**config.mk**
```make
export PLATFORM = sky130hd
export DESIGN_NAME = reg_alu_seq_flat
export DESIGN_NICKNAME = d
export VERILOG_FILES = /design/src/rtl/reg_alu_pkg.sv /design/src/rtl/reg_alu_seq_if.sv /design/src/rtl/reg_file_p.sv /design/src/rtl/reg_alu_seq.sv /design/src/flat_wrapper.sv
export SDC_FILE = /design/constraint.sdc
export NUM_CORES = 1
export LEC_CHECK = 0
export ABC_AREA = 0
export ABC_CLOCK_PERIOD_IN_PS = 8350
export CAP_MARGIN = 10
export CORE_ASPECT_RATIO = 1.2
export CORE_MARGIN = 5
export CORE_UTILIZATION = 65
export CTS_BUF_LIST = sky130_fd_sc_hd__clkbuf_4
export CTS_CLUSTER_SIZE = 16
export DETAILED_ROUTE_END_ITERATION = 10
export DONT_BUFFER_PORTS = 1
export HOLD_SLACK_MARGIN = 0.08
export PLACE_DENSITY = 0.8
export SLEW_MARGIN = 40
export SYNTH_ARGS = -nofsm -noshare
export SYNTH_HDL_FRONTEND = slang
export SYNTH_SLANG_ARGS = --single-unit
```
**constraint.sdc**
```tcl
create_clock -name clk -period 8.35 [get_ports clk]
set_input_delay 0.835 -clock clk [delete_from_list [all_inputs] [get_ports clk]]
set_output_delay 0.835 -clock clk [all_outputs]
set_load 0.03 [all_outputs]
```
**src/rtl/reg_alu_pkg.sv**
```systemverilog
// Shared types for the register-file/ALU sequencer: opcodes and FSM states.
package reg_alu_pkg;

  localparam int OP_W = 3;

  typedef enum logic [OP_W-1:0] {
    OP_ADD = 3'd0,
    OP_SUB = 3'd1,
    OP_ADC = 3'd2,
    OP_AND = 3'd3,
    OP_OR  = 3'd4,
    OP_XOR = 3'd5,
    OP_MOV = 3'd6,
    OP_JMP = 3'd7
  } op_e;

  typedef enum logic {
    ST_IDLE = 1'b0,
    ST_EXEC = 1'b1
  } state_e;

endpackage : reg_alu_pkg

```
**src/rtl/reg_alu_seq_if.sv**
```systemverilog
// Command bus between the instruction decoder (master) and reg_alu_seq (slave).
interface reg_alu_seq_if #(
  parameter int WIDTH = 16,
  parameter int AW    = 3
) ();

  logic             cmd_valid;
  logic             cmd_ready;
  logic [2:0]       cmd_op;
  logic [AW-1:0]    cmd_rs_a;
  logic [AW-1:0]    cmd_rs_b;
  logic [AW-1:0]    cmd_rd;
  logic             cmd_wr;
  logic             cmd_imm_sel;
  logic [WIDTH-1:0] cmd_imm;

  modport master (
    output cmd_valid, cmd_op, cmd_rs_a, cmd_rs_b, cmd_rd, cmd_wr, cmd_imm_sel, cmd_imm,
    input  cmd_ready
  );

  modport slave (
    input  cmd_valid, cmd_op, cmd_rs_a, cmd_rs_b, cmd_rd, cmd_wr, cmd_imm_sel, cmd_imm,
    output cmd_ready
  );

endinterface : reg_alu_seq_if

```
**src/rtl/reg_file_p.sv**
```systemverilog
// Register file: two combinational operand read ports, one debug read port,
// one synchronous write port; every entry clears on async reset.
module reg_file_p #(
  parameter int WIDTH = 16,
  parameter int NREGS = 8,
  localparam int AW   = $clog2(NREGS)
) (
  input  logic             clk,
  input  logic             rst_n,
  input  logic [AW-1:0]    i_raddr_a,
  input  logic [AW-1:0]    i_raddr_b,
  input  logic [AW-1:0]    i_raddr_dbg,
  input  logic             i_we,
  input  logic [AW-1:0]    i_waddr,
  input  logic [WIDTH-1:0] i_wdata,
  output logic [WIDTH-1:0] o_rdata_a,
  output logic [WIDTH-1:0] o_rdata_b,
  output logic [WIDTH-1:0] o_rdata_dbg
);

  logic [WIDTH-1:0] r_mem [NREGS];

  assign o_rdata_a   = r_mem[i_raddr_a];
  assign o_rdata_b   = r_mem[i_raddr_b];
  assign o_rdata_dbg = r_mem[i_raddr_dbg];

  // Storage: clear all entries on reset, otherwise write one entry when enabled.
  always_ff @(posedge clk or negedge rst_n) begin
    if (!rst_n) begin
      for (int i = 0; i < NREGS; i++) begin
        r_mem[i] <= '0;
      end
    end else if (i_we) begin
      r_mem[i_waddr] <= i_wdata;
    end
  end

endmodule : reg_file_p

```
**src/rtl/reg_alu_seq.sv**
```systemverilog
// Two-cycle command sequencer: operand read in IDLE, execute/writeback in EXEC.
// Holds the ALU, the carry/zero flags and the program counter.
module reg_alu_seq
  import reg_alu_pkg::*;
#(
  parameter int WIDTH = 16,
  parameter int NREGS = 8,
  localparam int AW   = $clog2(NREGS)
) (
  input  logic             clk,
  input  logic             reset,
  reg_alu_seq_if.slave     cmd,
  output logic             done,
  output logic [WIDTH-1:0] result,
  output logic             cout,
  output logic             zero,
  output logic [WIDTH-1:0] pc,
  input  logic [AW-1:0]    dbg_addr,
  output logic [WIDTH-1:0] dbg_data
);

  state_e           r_state;
  logic             r_ready;
  op_e              r_op;
  logic [AW-1:0]    r_rd;
  logic             r_wr;
  logic [WIDTH-1:0] r_opa;
  logic [WIDTH-1:0] r_opb;
  logic [WIDTH-1:0] r_imm;
  logic [WIDTH-1:0] r_result;
  logic             r_cout;
  logic             r_zero;
  logic [WIDTH-1:0] r_pc;
  logic             r_done;

  logic [WIDTH-1:0] w_rdata_a;
  logic [WIDTH-1:0] w_rdata_b;
  logic             w_we;
  logic [WIDTH:0]   w_sum;
  logic [WIDTH-1:0] w_alu_res;
  logic             w_alu_cout;
  logic             w_alu_zero;

  // Writeback happens on the EXEC edge, so the next command's IDLE read sees it.
  assign w_we = (r_state == ST_EXEC) && r_wr && (r_op != OP_JMP);

  reg_file_p #(
    .WIDTH (WIDTH),
    .NREGS (NREGS)
  ) u_rf (
    .clk         (clk),
    .rst_n       (reset),
    .i_raddr_a   (cmd.cmd_rs_a),
    .i_raddr_b   (cmd.cmd_rs_b),
    .i_raddr_dbg (dbg_addr),
    .i_we        (w_we),
    .i_waddr     (r_rd),
    .i_wdata     (w_alu_res),
    .o_rdata_a   (w_rdata_a),
    .o_rdata_b   (w_rdata_b),
    .o_rdata_dbg (dbg_data)
  );

  // ALU on the latched operands; carry comes from bit WIDTH of the widened sum.
  always_comb begin
    w_sum      = '0;
    w_alu_res  = r_result;
    w_alu_cout = r_cout;
    case (r_op)
      OP_ADD: begin
        w_sum      = {1'b0, r_opa} + {1'b0, r_opb};
        w_alu_res  = w_sum[WIDTH-1:0];
        w_alu_cout = w_sum[WIDTH];
      end
      OP_SUB: begin
        w_sum      = {1'b0, r_opa} + {1'b0, ~r_opb} + (WIDTH+1)'(1);
        w_alu_res  = w_sum[WIDTH-1:0];
        w_alu_cout = w_sum[WIDTH];
      end
      OP_ADC: begin
        w_sum      = {1'b0, r_opa} + {1'b0, r_opb} + (WIDTH+1)'(r_cout);
        w_alu_res  = w_sum[WIDTH-1:0];
        w_alu_cout = w_sum[WIDTH];
      end
      OP_AND: begin
        w_alu_res  = r_opa & r_opb;
        w_alu_cout = 1'b0;
      end
      OP_OR: begin
        w_alu_res  = r_opa | r_opb;
        w_alu_cout = 1'b0;
      end
      OP_XOR: begin
        w_alu_res  = r_opa ^ r_opb;
        w_alu_cout = 1'b0;
      end
      OP_MOV: begin
        w_alu_res  = r_imm;
        w_alu_cout = r_cout;
      end
      default: begin
        w_alu_res  = r_result;
        w_alu_cout = r_cout;
      end
    endcase
    if (w_alu_res == '0) begin
      w_alu_zero = 1'b1;
    end else begin
      w_alu_zero = 1'b0;
    end
  end

  // Control FSM: accept in IDLE, retire in EXEC; all visible outputs registered.
  always_ff @(posedge clk or negedge reset) begin
    if (!reset) begin
      r_state  <= ST_IDLE;
      r_ready  <= 1'b1;
      r_op     <= OP_ADD;
      r_rd     <= '0;
      r_wr     <= 1'b0;
      r_opa    <= '0;
      r_opb    <= '0;
      r_imm    <= '0;
      r_result <= '0;
      r_cout   <= 1'b0;
      r_zero   <= 1'b0;
      r_pc     <= '0;
      r_done   <= 1'b0;
    end else begin
      case (r_state)
        ST_IDLE: begin
          r_done <= 1'b0;
          if (cmd.cmd_valid) begin
            r_op    <= op_e'(cmd.cmd_op);
            r_rd    <= cmd.cmd_rd;
            r_wr    <= cmd.cmd_wr;
            r_opa   <= w_rdata_a;
            r_opb   <= cmd.cmd_imm_sel ? cmd.cmd_imm : w_rdata_b;
            r_imm   <= cmd.cmd_imm;
            r_state <= ST_EXEC;
            r_ready <= 1'b0;
          end
        end
        ST_EXEC: begin
          r_done  <= 1'b1;
          r_state <= ST_IDLE;
          r_ready <= 1'b1;
          if (r_op == OP_JMP) begin
            r_pc <= r_pc + r_imm;
          end else begin
            r_pc     <= r_pc + WIDTH'(1);
            r_result <= w_alu_res;
            r_cout   <= w_alu_cout;
            r_zero   <= w_alu_zero;
          end
        end
        default: begin
          r_state <= ST_IDLE;
          r_ready <= 1'b1;
          r_done  <= 1'b0;
        end
      endcase
    end
  end

  assign cmd.cmd_ready = r_ready;
  assign done          = r_done;
  assign result        = r_result;
  assign cout          = r_cout;
  assign zero          = r_zero;
  assign pc            = r_pc;

endmodule : reg_alu_seq
```
**src/flat_wrapper.sv**
```systemverilog
// flat-port wrapper written by rule: the top's interface ports become plain ports
module reg_alu_seq_flat import reg_alu_pkg::*;
#(
  parameter int WIDTH = 16,
  parameter int NREGS = 8,
  localparam int AW   = $clog2(NREGS)
)
  (clk, reset, done, result, cout, zero, pc, dbg_addr, dbg_data, cmd_cmd_valid, cmd_cmd_op, cmd_cmd_rs_a, cmd_cmd_rs_b, cmd_cmd_rd, cmd_cmd_wr, cmd_cmd_imm_sel, cmd_cmd_imm, cmd_cmd_ready);
  reg_alu_seq_if #(.WIDTH(WIDTH)) cmd_i ();
  input  logic clk;
  input  logic reset;
  output logic done;
  output logic [WIDTH-1:0] result;
  output logic cout;
  output logic zero;
  output logic [WIDTH-1:0] pc;
  input  logic [AW-1:0] dbg_addr;
  output logic [WIDTH-1:0] dbg_data;
  input wire logic [$bits(cmd_i.cmd_valid)-1:0] cmd_cmd_valid;
  input wire logic [$bits(cmd_i.cmd_op)-1:0] cmd_cmd_op;
  input wire logic [$bits(cmd_i.cmd_rs_a)-1:0] cmd_cmd_rs_a;
  input wire logic [$bits(cmd_i.cmd_rs_b)-1:0] cmd_cmd_rs_b;
  input wire logic [$bits(cmd_i.cmd_rd)-1:0] cmd_cmd_rd;
  input wire logic [$bits(cmd_i.cmd_wr)-1:0] cmd_cmd_wr;
  input wire logic [$bits(cmd_i.cmd_imm_sel)-1:0] cmd_cmd_imm_sel;
  input wire logic [$bits(cmd_i.cmd_imm)-1:0] cmd_cmd_imm;
  output wire logic [$bits(cmd_i.cmd_ready)-1:0] cmd_cmd_ready;
  assign cmd_i.cmd_valid = cmd_cmd_valid;
  assign cmd_i.cmd_op = cmd_cmd_op;
  assign cmd_i.cmd_rs_a = cmd_cmd_rs_a;
  assign cmd_i.cmd_rs_b = cmd_cmd_rs_b;
  assign cmd_i.cmd_rd = cmd_cmd_rd;
  assign cmd_i.cmd_wr = cmd_cmd_wr;
  assign cmd_i.cmd_imm_sel = cmd_cmd_imm_sel;
  assign cmd_i.cmd_imm = cmd_cmd_imm;
  assign cmd_cmd_ready = cmd_i.cmd_ready;
  reg_alu_seq #(.WIDTH(WIDTH), .NREGS(NREGS)) u_core (.clk(clk), .reset(reset), .cmd(cmd_i), .done(done), .result(result), .cout(cout), .zero(zero), .pc(pc), .dbg_addr(dbg_addr), .dbg_data(dbg_data));
endmodule
```
# Yosys cells after proc, flatten, opt, wreduce, memory -nomap -nowiden
# Index checks and enable logic that the tools add are counted.
dict set report totals {
  ff_bits 220
  latchBits 0
  ramBits 0
  rom_bits 0
  inputBits 36
  output_inout_bits 52
  word_cells 83
  mem_count 0
}
dict set report classes {
  add_sub_neg 6
  n_mul 0
  n_div 0
  order_cmp 5
  n_eq_ne 9
  shift 0
  muxes 22
  bitwise 10
  reduce_logical 10
}
# cell count
set ops {}
lappend ops {{$bmux W16 S3} 3}
lappend ops {{$mux W16} 9}
lappend ops {{$bwmux W128} 1}
lappend ops {{$pmux W16 S7} 1}
lappend ops {{$demux W16 S3} 1}
lappend ops {{$add A16 B16 Y17} 2}
lappend ops {{$add A17 B1 Y17} 1}
lappend ops {{$add A17 B1 Y17 const B} 1}
lappend ops {{$add A16 B1 Y16 const B} 1}
lappend ops {{$add A16 B16 Y16} 1}
lappend ops {{$and A16 B16 Y16} 1}
lappend ops {{$ge A4 B4 Y1 const B} 4}
lappend ops {{$logic_not A16 Y1} 1}
lappend ops {{$not A16 Y16} 1}
lappend ops {{$not A3 Y4} 4}
lappend ops {{$or A16 B16 Y16} 1}
lappend ops {{$xor A16 B16 Y16} 1}
lappend ops {{$eq A3 B3 Y1 const B} 4}
lappend ops {{$eq A3 B2 Y1 const B} 2}
lappend ops {{$pmux W1 S2} 3}
lappend ops {{$lt A4 B1 Y1 const B} 1}
lappend ops {{$pmux W1 S4} 1}
lappend ops {{$reduce_and A2 Y1} 2}
lappend ops {{$reduce_bool A4 Y1} 1}
lappend ops {{other kinds (9)} 14}

# Logic depth before layout (Yosys ltp)
dict set report logic_depth {
  depth_word 6
  depth_mapped 19
  depth_no_buf 15
}

# Cells and area by module
# Synthesis repeated with hierarchy kept, for this count alone.
dict set report unflattened {
  cells_unflattened 1339
  hier_area_um2 15778.9
}
# module instances cells_each area_each_um2 seq_area_each_um2
set by_module_without_submodules {}
lappend by_module_without_submodules {reg_file_p 1 450 8072.7 3203.1}
lappend by_module_without_submodules {reg_alu_seq 1 889 7706.1 2303.5}

# Worst setup path before layout
# No wires, ideal clock.
dict set report synth_timing {
  path_type {register to register}
  startpoint {reg u_core.r_op[0]}
  endpoint {reg u_core.r_pc[14] (netlist: u_core.pc[14])}
  arrival_ns 3.553
  required_ns 8.263
  slack_ns 4.711
  path_stages_with_launch 20
  path_buffers 4
  path_cell_list {dfrtp_1 > buf_4 > clkbuf_1 > nand3_1 > buf_2 > buf_2 > or2_2 > ha_1 > inv_1 > fa_1 > nor2b_1 > o21ai_0 > a21oi_1 > o21ai_0 > a21boi_0 > o21ai_0 > a21o_1 > a311oi_1 > or4_1 > o211ai_1}
}
dict set report synth_between {
  elab_chain_len 2
}
# item line_no
set synth_rtl {}
lappend synth_rtl {{start: declaration} reg_alu_seq.sv:24} ;# op_e r_op;
lappend synth_rtl {{start signal: assignment} reg_alu_seq.sv:134} ;# r_op <= op_e'(cmd.cmd_op);
lappend synth_rtl {{$eq A3 B3 Y1} reg_alu_seq.sv:148} ;# if (r_op == OP_JMP) begin
lappend synth_rtl {{$mux W16} reg_alu_seq.sv:148}
lappend synth_rtl {{end signal: assignment} reg_alu_seq.sv:149} ;# r_pc <= r_pc + r_imm;
lappend synth_rtl {{end signal: assignment} reg_alu_seq.sv:151} ;# r_pc <= r_pc + WIDTH'(1);
lappend synth_rtl {{end: declaration} reg_alu_seq.sv:33} ;# logic [WIDTH-1:0] r_pc;
# No other way between the ends.
# A chain may end at the register's enable or synchronous reset.

# Worst setup path after layout
dict set report layout_timing {
  startpoint {reg u_core.r_op[1]}
  endpoint {reg u_core.r_pc[14] (netlist: u_core.pc[14])}
}
# Same word-level chain as after synthesis.

==> results.yml <==
worst_hold_path:
  hp-class: "input port to register"
  hold_path_depth: 1
  holdCritStartpoint: "cmd_cmd_valid"
  holdPathEnd: "u_core.cmd.cmd_ready$_DFFE_PN1P_"
synthesis:
  synth_seq_area_share_pct: 36.0
  synth_ff_type: "dfrtp_1"
  syn-num-nets: 1587
  ys_types: 91
  syn-cell-area_um2: 15300
  synthArstFlopShare_pct: 100
  synth_edf_count: 0
  avgSynthCellArea_um2: 10.3
  postSynthRegisterBits: 220
  ys_warn_count: 0
  syn_inst: 1483
global_route:
  grt_max_degree: 221
  grt_use_total_pct: 32.0
  grt_pass1_wl_mm: 66.7
  antenna_found_initial: 1
  grt-ovfl-total: 0
  grt_pass1_vias: 12197
setup_path:
  critPathBufInv: 2
  r2r_slack_ps: 3960
  cp_cell_sequence: "buf_4, nand3_2, or2_2, ha_1, inv_1, fa_1, nor2b_1, o21ai_0, a21oi_1, o21ai_0, a21boi_0, o21ai_0, a21o_1, a311oi_1, or4_1, o211ai_1"
  critPathCaptureType: "register"
  timing.rr.start: "u_core.r_op[1]$_DFFE_PN0P_"
  crit_fanout: 50
  crit_top_cell: "o21ai_0"
  crit_slowest_cell: "nand3_2"
  rr_endpoint: "u_core.pc[14]$_DFFE_PN0P_"
  start_kind: "register"
  r2r_cells: 16
  cp.required_ps: 8950
  critPathMaxStageDelay_ps: 570
  worstPathArrival_ps: 4990
  path_class: "register to register"
  crit_family: "simple AND/OR/NAND/NOR gates"
clock_tree:
  cts_tree: "built"
  clkTransAtPathRegs_ps: 70
  clock_latency_ps: 690
  cts.sinks: 220
  clock_path_buffers: 3
  post_cts_resize_count: 0
  numCtsBuffers: 55
  cts-root-buf: "clkbuf_4"
  htreeDepth: 2
route:
  drc: 0
  wire_per_inst_um: 23.0
  vias_per_cell: 6.67
  via_count: 12144
  drt-met1-wl_mm: 16.0
  wl_met3_mm: 3.42
  wl_met2_mm: 20.7
  topRoutingLayerUsed: "met4"
  routed_wl_mm: 41.9
  final_antenna_net_count: 0
  drt_iter0_markers: 1258
  first_pass_iters: 6
floorplan:
  initial_core_util_pct: 65.8
  die_w_um: 150
  ios: 88
  core_um2: 23200
  die_area_um2: 26700
  rows: 61
  die_h_um: 178
sta:
  fmax_mhz: 228
  maxSlewViolCount: 0
  tns_ps: 0
  hold_ws_ps: 234
  finalHoldViolCount: 0
  rsz0062_at_grt: "no"
  layout_min_cycle_time_ps: 4390
  finalSetupViolCount: 0
  period_share_pct: 52.5
  slew_headroom_pct: 46.9
  worst_slew_pin_slew_ps: 791
  skew_ps: 37.2
placed_design:
  hpwl_mm: 28.7
  io_buffers: 0
  place_area_um2: 15500
  routabilityCongestion: 1.00
  dp_cells: 1720
finish:
  layout_commonest_cell: "dfrtp_1"
  area_growth_pct: 6.49
  finish.instance_area_um2: 16300
  drive_gt1_share_pct: 23.8
  stdcell_count: 1821
  n_fill_cell: 1743
  layout_common_cells: "dfrtp_1, nand2_1, o21ai_0, mux2_2, mux4_2"
  nets: 1570
run_status:
  status: "finished clean"
job:
  drv_cap: 0
power_and_ir_drop:
  p_leak_nw: 7.11
  power.density_nw_per_um2: 327
  peakVddDrop_mv: 0.175
-- metal layers --
| metal | vias to the layer above | track usage, % |
|---|---|---|
| met3 | 139 | 7.66 |
| li1 | 5425 | - |
| met1 | 6005 | 39.5 |
| met2 | 575 | 54.6 |
| met4 | 0 | 12.0 |
| met5 | - | 0 |
-- cell type report --
type / instances / area [um^2] / area share [%]
diodes: 1 / 2.50 / 0.0154
well taps: 315 / 394 / 2.42
clock buffers: 76 / 571 / 3.51
flip-flops and latches: 220 / 5510 / 33.8
multi-input cells: 1099 / 9170 / 56.4
clock inverters: 20 / 139 / 0.854
repair buffers: 22 / 228 / 1.40
inverters: 68 / 256 / 1.58
-- synth_stat cells, drive strengths merged (10+ instances only) --
master  instances  share of area, %
dfrtp         219                36
nand2         194               4.8
o21ai         128               4.2
mux2          112               8.3
mux4           96                14
nor2           96               2.4
a21oi          72               2.5
inv            67               1.6
ha             65               5.3
clkbuf         55               1.4
mux2i          44               2.9
buf            41               1.2
xnor2          19               1.1
and2           18              0.74
nand3          17              0.59
nor3           16              0.52
o31ai          16              0.82
a31oi          13              0.53
and3           13              0.58
xor2           12              0.69
nand4          11              0.45
nor2b          11              0.45
a211oi         10              0.62
o211ai         10              0.49
-- cell families (layout without fill, tap and decap cells) --
family | after synthesis | in the layout | synth area share [%]
AOI/OAI and AO/OA | 325 | 325 | 13.9
xor gates and xnor gates | 32 | 32 | 1.92
adders and majority gates | 68 | 68 | 5.72
buffers and inverters | 164 | 186 | 4.27
DFF | 220 | 220 | 36.0
muxes | 252 | 252 | 25.3
other | 0 | 1 | 0
and+or+nand+nor | 422 | 422 | 12.9
-- sequential cells by signal, summed over array words and instances, names as in the netlist --
signal,count
u_core.cout,1
u_core.done,1
u_core.r_op,3
u_core.cmd.cmd_ready,1
u_core.r_imm,16
u_core.result,16
u_core.r_opa,16
u_core.zero,1
u_core.r_opb,16
u_core.r_wr,1
u_core.u_rf.r_mem,128
u_core.r_state,1
u_core.r_rd,3
u_core.pc,16
-- what timing repair did --
item                                   4_1_cts  5_1_grt
endpoints found under the hold margin      220       39
hold buffers                                 1        1
buffers inserted                             0        0
-- per-stage QoR --
stage / power (mW) / util (%) / setup slack [ps]
after floorplan: 3.74 / - / 4710
after global placement: 4.23 / 66.6 / 3870
after detailed placement: 4.33 / 66.6 / 4060
after CTS: 5.29 / 69.8 / 4020
after global routing: 5.66 / 70.1 / 3710
final: 5.33 / 70.1 / 3960
-- report_power, final --
group,internal [mW],switching [mW]
clock,0.483,0.446
combinational,1.09,1.32
sequential,1.44,0.548
total,3.01,2.32
-- worst max path at each step --
stage	startpoint	slack, ps	cells after the start	to
floorplan	u_core.r_op[0]$_DFFE_PN0P_	4710	19	u_core.pc[14]$_DFFE_PN0P_
global placement	u_core.r_op[1]$_DFFE_PN0P_	3870	16	u_core.pc[14]$_DFFE_PN0P_
detailed placement	u_core.r_op[1]$_DFFE_PN0P_	4060	16	u_core.pc[14]$_DFFE_PN0P_
CTS	u_core.r_op[1]$_DFFE_PN0P_	4020	16	u_core.pc[14]$_DFFE_PN0P_
global route	u_core.r_op[1]$_DFFE_PN0P_	3710	16	u_core.pc[14]$_DFFE_PN0P_
finish	u_core.r_op[1]$_DFFE_PN0P_	3960	16	u_core.pc[14]$_DFFE_PN0P_
Note: power is estimated with default switching activity, not from simulation.
